### src/rtl/dram_slot_arbiter_if.sv
// rtl/dram_slot_arbiter_if.sv - video, Z80 and DRAM-sequencer signal bundle for dram_slot_arbiter
interface dram_slot_arbiter_if;
    logic        vid_req;
    logic [19:0] vid_addr;
    logic        vid_next;
    logic        vid_strobe;
    logic [15:0] vid_rddata;

    logic        cpu_req;
    logic        cpu_rnw;
    logic [20:0] cpu_addr;
    logic [7:0]  cpu_wrdata;
    logic        cpu_next;
    logic        cpu_strobe;
    logic [7:0]  cpu_rddata;

    logic        dram_req;
    logic        dram_rfsh;
    logic        dram_rnw;
    logic [19:0] dram_addr;
    logic [1:0]  dram_bsel;
    logic [15:0] dram_wrdata;
    logic [15:0] dram_rddata;

    modport slave (
        input  vid_req, vid_addr, cpu_req, cpu_rnw, cpu_addr, cpu_wrdata, dram_rddata,
        output vid_next, vid_strobe, vid_rddata, cpu_next, cpu_strobe, cpu_rddata,
        output dram_req, dram_rfsh, dram_rnw, dram_addr, dram_bsel, dram_wrdata
    );

    modport master (
        output vid_req, vid_addr, cpu_req, cpu_rnw, cpu_addr, cpu_wrdata, dram_rddata,
        input  vid_next, vid_strobe, vid_rddata, cpu_next, cpu_strobe, cpu_rddata,
        input  dram_req, dram_rfsh, dram_rnw, dram_addr, dram_bsel, dram_wrdata
    );
endinterface

### src/rtl/dram_slot_arbiter.sv
// rtl/dram_slot_arbiter.sv - 4-fclk DRAM slot arbiter for video, Z80 and refresh
// Optional: define ARB_RFSH_DEFER_EN to let a single pending refresh yield to the CPU.
module dram_slot_arbiter #(
    parameter int RFSH_CYCLES   = 109,
    parameter int RFSH_PEND_MAX = 3
) (
    input  logic                 fclk,
    input  logic                 rst_n,
    dram_slot_arbiter_if.slave   bus,
    output logic [1:0]           cycle_phase,
    output logic                 rfsh_ovf
);
    localparam int DIV_W  = $clog2(RFSH_CYCLES);
    localparam int PEND_W = $clog2(RFSH_PEND_MAX + 1);

    typedef enum logic [1:0] {
        GNT_IDLE = 2'd0,
        GNT_VID  = 2'd1,
        GNT_CPU  = 2'd2,
        GNT_RFSH = 2'd3
    } grant_t;

    logic [1:0]        phase;
    logic [DIV_W-1:0]  rfsh_div;
    logic [PEND_W-1:0] pending;
    grant_t            grant;
    logic              arb;
    logic              tick;
    logic              rfsh_gnt;
    logic              own_vid_rd;
    logic              own_cpu_rd;
    logic              own_cpu_lo;

    assign arb         = (phase == 2'd3);
    assign tick        = arb && (rfsh_div == DIV_W'(RFSH_CYCLES - 1));
    assign rfsh_gnt    = arb && (grant == GNT_RFSH);
    assign cycle_phase = phase;

    always_comb begin
        grant = GNT_IDLE;
`ifdef ARB_RFSH_DEFER_EN
        if (bus.vid_req)
            grant = GNT_VID;
        else if (pending > PEND_W'(1))
            grant = GNT_RFSH;
        else if (bus.cpu_req)
            grant = GNT_CPU;
        else if (pending != '0)
            grant = GNT_RFSH;
`else
        if (bus.vid_req)
            grant = GNT_VID;
        else if (pending != '0)
            grant = GNT_RFSH;
        else if (bus.cpu_req)
            grant = GNT_CPU;
`endif
    end

    always_comb begin
        bus.vid_next = arb && (grant == GNT_VID);
        bus.cpu_next = arb && (grant == GNT_CPU);
    end

    always_ff @(posedge fclk or negedge rst_n) begin
        if (!rst_n) begin
            phase    <= 2'd0;
            rfsh_div <= '0;
            pending  <= '0;
            rfsh_ovf <= 1'b0;
        end else begin
            phase <= phase + 2'd1;
            if (arb)
                rfsh_div <= tick ? '0 : rfsh_div + DIV_W'(1);
            // a tick and a grant in the same cycle cancel out
            if (tick && !rfsh_gnt) begin
                if (pending == PEND_W'(RFSH_PEND_MAX))
                    rfsh_ovf <= 1'b1;
                else
                    pending <= pending + PEND_W'(1);
            end else if (rfsh_gnt && !tick) begin
                pending <= pending - PEND_W'(1);
            end
        end
    end

    // Slot ownership is latched on the edge entering phase 0 and held for the whole cycle.
    always_ff @(posedge fclk or negedge rst_n) begin
        if (!rst_n) begin
            bus.dram_req    <= 1'b0;
            bus.dram_rfsh   <= 1'b0;
            bus.dram_rnw    <= 1'b1;
            bus.dram_addr   <= '0;
            bus.dram_bsel   <= 2'b00;
            bus.dram_wrdata <= '0;
            own_vid_rd      <= 1'b0;
            own_cpu_rd      <= 1'b0;
            own_cpu_lo      <= 1'b0;
        end else if (arb) begin
            own_vid_rd <= (grant == GNT_VID);
            own_cpu_rd <= (grant == GNT_CPU) && bus.cpu_rnw;
            case (grant)
                GNT_VID: begin
                    bus.dram_req  <= 1'b1;
                    bus.dram_rfsh <= 1'b0;
                    bus.dram_rnw  <= 1'b1;
                    bus.dram_addr <= bus.vid_addr;
                    bus.dram_bsel <= 2'b11;
                end
                GNT_CPU: begin
                    bus.dram_req    <= 1'b1;
                    bus.dram_rfsh   <= 1'b0;
                    bus.dram_rnw    <= bus.cpu_rnw;
                    bus.dram_addr   <= bus.cpu_addr[20:1];
                    bus.dram_bsel   <= bus.cpu_addr[0] ? 2'b01 : 2'b10;
                    bus.dram_wrdata <= {bus.cpu_wrdata, bus.cpu_wrdata};
                    own_cpu_lo      <= bus.cpu_addr[0];
                end
                GNT_RFSH: begin
                    bus.dram_req  <= 1'b0;
                    bus.dram_rfsh <= 1'b1;
                    bus.dram_rnw  <= 1'b1;
                    bus.dram_bsel <= 2'b00;
                end
                default: begin
                    bus.dram_req  <= 1'b0;
                    bus.dram_rfsh <= 1'b0;
                end
            endcase
        end
    end

    // Read data of the current slot is captured at its phase 3; strobes land in phase 0.
    always_ff @(posedge fclk or negedge rst_n) begin
        if (!rst_n) begin
            bus.vid_strobe <= 1'b0;
            bus.vid_rddata <= '0;
            bus.cpu_strobe <= 1'b0;
            bus.cpu_rddata <= '0;
        end else begin
            bus.vid_strobe <= arb && own_vid_rd;
            bus.cpu_strobe <= arb && own_cpu_rd;
            if (arb && own_vid_rd)
                bus.vid_rddata <= bus.dram_rddata;
            if (arb && own_cpu_rd)
                bus.cpu_rddata <= own_cpu_lo ? bus.dram_rddata[7:0] : bus.dram_rddata[15:8];
        end
    end
endmodule

### src/flat_wrapper.sv
// flat-port wrapper written by rule: the top's interface ports become plain ports
module dram_slot_arbiter_flat 
#(
    parameter int RFSH_CYCLES   = 109,
    parameter int RFSH_PEND_MAX = 3
)
  (fclk, rst_n, cycle_phase, rfsh_ovf, bus_vid_req, bus_vid_addr, bus_cpu_req, bus_cpu_rnw, bus_cpu_addr, bus_cpu_wrdata, bus_dram_rddata, bus_vid_next, bus_vid_strobe, bus_vid_rddata, bus_cpu_next, bus_cpu_strobe, bus_cpu_rddata, bus_dram_req, bus_dram_rfsh, bus_dram_rnw, bus_dram_addr, bus_dram_bsel, bus_dram_wrdata);
  dram_slot_arbiter_if bus_i ();
  input  logic fclk;
  input  logic rst_n;
  output logic [1:0] cycle_phase;
  output logic rfsh_ovf;
  input wire logic [$bits(bus_i.vid_req)-1:0] bus_vid_req;
  input wire logic [$bits(bus_i.vid_addr)-1:0] bus_vid_addr;
  input wire logic [$bits(bus_i.cpu_req)-1:0] bus_cpu_req;
  input wire logic [$bits(bus_i.cpu_rnw)-1:0] bus_cpu_rnw;
  input wire logic [$bits(bus_i.cpu_addr)-1:0] bus_cpu_addr;
  input wire logic [$bits(bus_i.cpu_wrdata)-1:0] bus_cpu_wrdata;
  input wire logic [$bits(bus_i.dram_rddata)-1:0] bus_dram_rddata;
  output wire logic [$bits(bus_i.vid_next)-1:0] bus_vid_next;
  output wire logic [$bits(bus_i.vid_strobe)-1:0] bus_vid_strobe;
  output wire logic [$bits(bus_i.vid_rddata)-1:0] bus_vid_rddata;
  output wire logic [$bits(bus_i.cpu_next)-1:0] bus_cpu_next;
  output wire logic [$bits(bus_i.cpu_strobe)-1:0] bus_cpu_strobe;
  output wire logic [$bits(bus_i.cpu_rddata)-1:0] bus_cpu_rddata;
  output wire logic [$bits(bus_i.dram_req)-1:0] bus_dram_req;
  output wire logic [$bits(bus_i.dram_rfsh)-1:0] bus_dram_rfsh;
  output wire logic [$bits(bus_i.dram_rnw)-1:0] bus_dram_rnw;
  output wire logic [$bits(bus_i.dram_addr)-1:0] bus_dram_addr;
  output wire logic [$bits(bus_i.dram_bsel)-1:0] bus_dram_bsel;
  output wire logic [$bits(bus_i.dram_wrdata)-1:0] bus_dram_wrdata;
  assign bus_i.vid_req = bus_vid_req;
  assign bus_i.vid_addr = bus_vid_addr;
  assign bus_i.cpu_req = bus_cpu_req;
  assign bus_i.cpu_rnw = bus_cpu_rnw;
  assign bus_i.cpu_addr = bus_cpu_addr;
  assign bus_i.cpu_wrdata = bus_cpu_wrdata;
  assign bus_i.dram_rddata = bus_dram_rddata;
  assign bus_vid_next = bus_i.vid_next;
  assign bus_vid_strobe = bus_i.vid_strobe;
  assign bus_vid_rddata = bus_i.vid_rddata;
  assign bus_cpu_next = bus_i.cpu_next;
  assign bus_cpu_strobe = bus_i.cpu_strobe;
  assign bus_cpu_rddata = bus_i.cpu_rddata;
  assign bus_dram_req = bus_i.dram_req;
  assign bus_dram_rfsh = bus_i.dram_rfsh;
  assign bus_dram_rnw = bus_i.dram_rnw;
  assign bus_dram_addr = bus_i.dram_addr;
  assign bus_dram_bsel = bus_i.dram_bsel;
  assign bus_dram_wrdata = bus_i.dram_wrdata;
  dram_slot_arbiter #(.RFSH_CYCLES(RFSH_CYCLES), .RFSH_PEND_MAX(RFSH_PEND_MAX)) u_core (.fclk(fclk), .rst_n(rst_n), .bus(bus_i), .cycle_phase(cycle_phase), .rfsh_ovf(rfsh_ovf));
endmodule
### config.mk
export PLATFORM = sky130hd
export DESIGN_NAME = dram_slot_arbiter_flat
export DESIGN_NICKNAME = d
export VERILOG_FILES = /design/src/rtl/dram_slot_arbiter_if.sv /design/src/rtl/dram_slot_arbiter.sv /design/src/flat_wrapper.sv
export SDC_FILE = /design/constraint.sdc
export NUM_CORES = 1
export LEC_CHECK = 0
export BUFFER_PORTS_ARGS = -buffer_cell sky130_fd_sc_hd__clkbuf_2
export CAP_MARGIN = 10
export CELL_PAD_IN_SITES_DETAIL_PLACEMENT = 2
export CELL_PAD_IN_SITES_GLOBAL_PLACEMENT = 2
export CORE_MARGIN = 8
export CORE_UTILIZATION = 30
export CTS_BUF_LIST = sky130_fd_sc_hd__clkbuf_8
export CTS_CLUSTER_SIZE = 24
export DETAILED_ROUTE_END_ITERATION = 6
export HOLD_SLACK_MARGIN = 0.06
export PLACE_DENSITY_LB_ADDON = 0.1
export SYNTH_ARGS = -nofsm -noshare
export SYNTH_HDL_FRONTEND = slang
export SYNTH_SLANG_ARGS = --single-unit
### constraint.sdc
create_clock -name fclk -period 2.1 [get_ports fclk]
set_input_delay 0.21 -clock fclk [delete_from_list [all_inputs] [get_ports fclk]]
set_output_delay 0.21 -clock fclk [all_outputs]
set_load 0.005 [all_outputs]
Yosys cells after proc, flatten, opt, wreduce, memory -nomap -nowiden
Cells that the tools add are included.
{ "classes": {"n_addsub": 4, "eq_ne": 7, "mux": 14, "reduce_logical": 24} }
{ "ops": {"columns": ["op", "count"], "rows": [
  ["$pmux 20 s2", 1],
  ["$mux 2", 7],
  ["$reduce_and 2->1", 6],
  ["$logic_and 1x1->1", 9],
  ["$eq 2x2->1 const B", 4],
  ["$mux 8", 1],
  ["$reduce_bool 2->1", 4],
  ["$add 7x1->7 const B", 1],
  ["$eq 7x7->1 const B", 1],
  ["$mux 7", 1],
  ["$pmux 2 s3", 1],
  ["$add 2x1->2 const B", 2],
  ["$reduce_or 2->1", 2],
  ["$reduce_bool 3->1", 1],
  ["$eq 2x1->1 const B", 1],
  ["$logic_not 1->1", 2],
  ["$mux 1", 2],
  ["$ne 2x2->1 const B", 1],
  ["$pmux 1 s2", 1],
  ["$sub 2x1->2 const B", 1]
]} }
{ "word_totals": {"word_cells": 66, "input_bits": 70, "output_inout_bits": 72, "regBits": 82} }

Logic depth before layout (Yosys ltp)
{ "logic_depth": {"depth_word": 9, "depth_mapped": 8, "ltp_nobuf": 7} }

Worst setup path before layout
No wires, ideal clock.
{ "synth_timing": {"path_type": "register to register", "from": "register u_core.pending[0]", "to": "register u_core.bus.dram_req", "required_time_ns": 1.957, "setup_slack_ns": 0.326, "period_less_slack_ns": 1.774, "stages_incl_launch_ff": 6, "n_path_buf": 1, "arrival_time_ns": 1.631, "setup_time_ns": 0.143, "cell_sequence": "dfrtp_1 or3_1 ha_1 nand2b_1 clkbuf_1 o21ai_0"} }
{ "synth_via": {"elab_chain_len": 6, "elab_cells_between_ends": 7, "cone_classes": "eq/ne (2); mux (3); reduce/logical (2)"} }
{ "synth_lines": {"columns": ["item", "line_no", "rtl"], "rows": [
  ["start, declared", "dram_slot_arbiter.sv:25", "logic [PEND_W-1:0] pending;"],
  ["start signal, assigned", "dram_slot_arbiter.sv:80", "pending <= pending + PEND_W'(1);"],
  ["start signal, assigned", "dram_slot_arbiter.sv:82", "pending <= pending - PEND_W'(1);"],
  ["$reduce_bool 2->1 (*)", "dram_slot_arbiter.sv:53", "else if (pending != '0)"],
  ["$mux 2 (*)", "dram_slot_arbiter.sv:53", null],
  ["$mux 2 (*)", "dram_slot_arbiter.sv:51", "if (bus.vid_req)"],
  ["$eq 2x2->1 / $eq 2x1->1 (equally long branches)", "dram_slot_arbiter.sv:102", "case (grant)"],
  ["$reduce_or 2->1 (no source line) (*)", null, null],
  ["$mux 1 (*)", "dram_slot_arbiter.sv:102", null],
  ["end signal, assigned", "dram_slot_arbiter.sv:104", "bus.dram_req <= 1'b1;"],
  ["end signal, assigned", "dram_slot_arbiter.sv:111", "bus.dram_req <= 1'b1;"],
  ["end signal, assigned", "dram_slot_arbiter.sv:120", "bus.dram_req <= 1'b0;"],
  ["end, declared", "dram_slot_arbiter_if.sv:28", "output dram_req, dram_rfsh, dram_rnw, dram_addr, dram_bsel, dram_wrdata"]
]} }
Every way passes the cells marked *; elsewhere a longest branch is shown, timed or not.
A chain may end at the register's enable or synchronous reset.

Final worst setup path
{ "layout_timing": {"from": "register u_core.pending[0]", "to": "output port bus_cpu_next"} }
{ "layout_via": {"elab_chain_len": 5} }
{ "layout_lines": {"columns": ["item", "line_no", "rtl"], "rows": [
  ["$reduce_bool 2->1", "dram_slot_arbiter.sv:53", null],
  ["$mux 2", "dram_slot_arbiter.sv:53", null],
  ["$mux 2", "dram_slot_arbiter.sv:51", null],
  ["$eq 2x2->1", "dram_slot_arbiter.sv:62", "bus.cpu_next = arb && (grant == GNT_CPU);"],
  ["$logic_and 1x1->1", "dram_slot_arbiter.sv:62", null],
  ["end, declared", "flat_wrapper.sv:23", "output wire logic [$bits(bus_i.cpu_next)-1:0] bus_cpu_next;"]
]} }
No other way between the ends.

==> flow_summary.toml <==
[status]
status = "finished, final reports clean"

[sta]
tns_ps = 0
period_needed_ps = 1960
finalMaxSlewViolations = 0
fmax_mhz = 510
worst_pin_slew_ps = 522
finalWorstSetupSlack_ps = 140
min_period_over_period = 0.933
rsz0062_at_grt = "false"
finalSetupViolations = 0
hold_viol = 0
slew_headroom = 0.652
finClkSkew_ps = 13.6

[synth]
syn_inst = 285
synth-edff-count = 0
synth_top_area_cell = "dfrtp_1"
synth_top_area_frac = 0.550
synth_most_common_cell = "dfrtp_1"
synthFlopType = "dfrtp_1"
yosysWarnings = 0
ys_seq_elements = 74
avgSynthCellArea_um2 = 11.7
syn_area_mm2 = 0.00332
synthTopCellsByCount = "dfrtp_1 (73), mux2i_1 (28), nand2_1 (27), o21ai_0 (25), mux2_2 (24)"
seq_area_frac_synth = 0.558
synthesis.nets = 361
synthDistinctLibCells = 40
ys_async_sr_fraction = 1.00
synthTopCellsByArea = "dfrtp_1 (55%), mux2i_1 (8.4%), mux2_2 (8.1%)"

[flow_run]
maxCapViolations = 0

[layout]
syn_to_final_growth_pct = 31.7
final_util = 0.404
drive_gt1_frac = 0.467
n_antenna_cell = 0
fillCellCount = 1175
layout.nets = 501

[global_route]
gr-usage-all-layers = 0.139
grt_first_pass_wirelength_um = 16200
overflow = 0
grt_max_degree = 37
grt_pass1_vias = 3104
antenna_found_initial = 0

[power_and_ir_drop]
powerDensity_mw_per_mm2 = 655
p_sw_uw = 739
comb_power_share = 0.113
p_int_uw = 2130
ir_worst_vdd_mv = 0.255
power_frac_clock = 0.344
p_leak_uw = 0.00223
sw_frac_of_total = 0.258
seqPwrFrac = 0.542
design_power_total_uw = 2870

[worst_setup_path]
crit_family = "simple AND/OR/NAND/NOR gates"
crit_required_ps = 1890
cp-start-kind = "flip-flop"
slowest_stage = "dfrtp_1"
endpoint_kind = "primary output"
rrSetupSlack_ps = 210
cp_cell_sequence = "or3_4, inv_2, ha_4, nand2_8, inv_1, clkbuf_2"
crit_type = "reg -> out"
crit_arrival_ps = 1750
crit_buf_inv = 3
reg2reg_from = "u_core.pending[1]"
crit_path_start = "u_core.pending[0]"
path_max_fanout = 10
slowest_delay_ps = 420

[placement]
dp_hpwl_um = 7680
gp_congestion = 0.695
pre_cts_slack_ps = 192
portBuffers = 141

[die]
initial_utilization = 0.307
fp-row-count = 38
die_y_um = 121
core_mm2 = 0.0108
io_pins = 142
dieWidth_um = 121
dieArea_mm2 = 0.0147

[detailed_routing]
route.detailed.drc = 0
wl_per_cell_um = 17.0
drt_iter0_markers = 99
routed_via_density = 4.63
first_pass_iters = 3
via_count = 2639
drt-total-wl_um = 9670
drtAntennaViolNets = 0

[clock_network]
cts_buffers = 9
clock-sinks = 74
h-tree-depth = 3
clk_pin_slew_ps = 80
cts.path.max_buffers = 2
worstSkewPairLatency_ps = 350
clock-root-buffer = "clkbuf_8"
post_cts_buffers = 0
cts_tree = "done"

[worst_hold_path]
hp-class = "in -> reg"
min_from = "bus_cpu_wrdata[1]"
## cell type report
type	instances	area, um2	area share
well taps	140	175	0.0400
inverters	9	33.8	0.00772
flip-flops and latches	74	1850	0.424
repair buffers	153	826	0.189
clock inverters	6	35.0	0.00801
clock buffers	10	138	0.0315
multi-input cells	178	1310	0.300
## layer usage
| layer | routed length (um) | global-route usage |
|---|---|---|
| met1 | 4000 | 0.160 |
| met2 | 4740 | 0.235 |
| met4 | 105 | 0.0393 |
| met3 | 819 | 0.0540 |
| met5 | 0 | 0 |
## cell usage in the layout, fill, tap and decap left out, types with 3 or more instances in the layout
master | synthesis | final
mux2i_1 | 28 | 28
o21ai_0 | 25 | 25
nor3_1 | 5 | 5
nand2b_1 | 4 | 4
ha_1 | 6 | 5
dfrtp_1 | 73 | 72
nand2_1 | 27 | 27
clkbuf_8 | 0 | 10
mux2_2 | 24 | 24
inv_1 | 9 | 10
a21oi_1 | 11 | 11
a21o_1 | 3 | 3
clkbuf_2 | 1 | 140
a22o_1 | 3 | 3
nor2_1 | 14 | 14
buf_4 | 14 | 10
## cell families (layout without fill, tap and decap cells)
logic type / count (synthesis) / count (layout) / share of synthesized area
adders and majority gates: 6 / 6 / 0.0226
AOI/OAI and AO/OA: 50 / 50 / 0.0866
muxes: 54 / 54 / 0.172
buffers and inverters: 33 / 178 / 0.0565
xor gates and xnor gates: 2 / 2 / 0.00527
and+or+nand+nor: 66 / 66 / 0.0990
DFF: 74 / 74 / 0.558
## metrics by stage
| stage | hold WS [ps] | std cells | cell area [um2] |
|---|---|---|---|
| detailed placement | 221 | 553 | 4160 |
| CTS | 66.2 | 570 | 4360 |
| floorplan | -85.6 | 285 | 3320 |
| finish | 86.7 | 570 | 4380 |
| global placement | 215 | 553 | 4160 |
| global route | 65.3 | 570 | 4380 |
## final timing paths
| path | end | cells after the start |
|---|---|---|
| min in group asynchronous | u_core.bus.dram_wrdata[11] | 2 |
| setup / recovery | bus_cpu_next | 6 |
| setup reg to reg | u_core.bus.dram_bsel[1] | 8 |
| max in group asynchronous | u_core.bus.dram_addr[14] | 3 |
| hold / removal | u_core.bus.dram_wrdata[9] | 2 |
| hold reg to reg | u_core.cycle_phase[0] | 1 |
## sequential cells by signal, summed over array words and instances (netlist names), 2 cells and up
signal                  flops
u_core.bus.vid_rddata      16
u_core.rfsh_div             7
u_core.bus.cpu_rddata       8
u_core.bus.dram_addr       20
u_core.bus.dram_bsel        2
u_core.pending              2
u_core.cycle_phase          2
u_core.bus.dram_wrdata      8
## repair_timing
action / 4_1_cts / 5_1_grt
setup endpoints to repair: 1 / 1
resized for setup: 3 / 4
hold buffers: 1 / 0
endpoints found under the hold margin: 33 / 0
## power by group through the flow
stage          combinational (uW)  clock [uW]  sequential [uW]
2_1_floorplan                99.7           0             1580
3_3_place_gp                  324           0             1580
3_5_place_dp                  335           0             1580
4_1_cts                       339        1040             1560
5_1_grt                       372        1090             1570
6_report                      325         988             1550
Power figures use the tool's default switching activity.
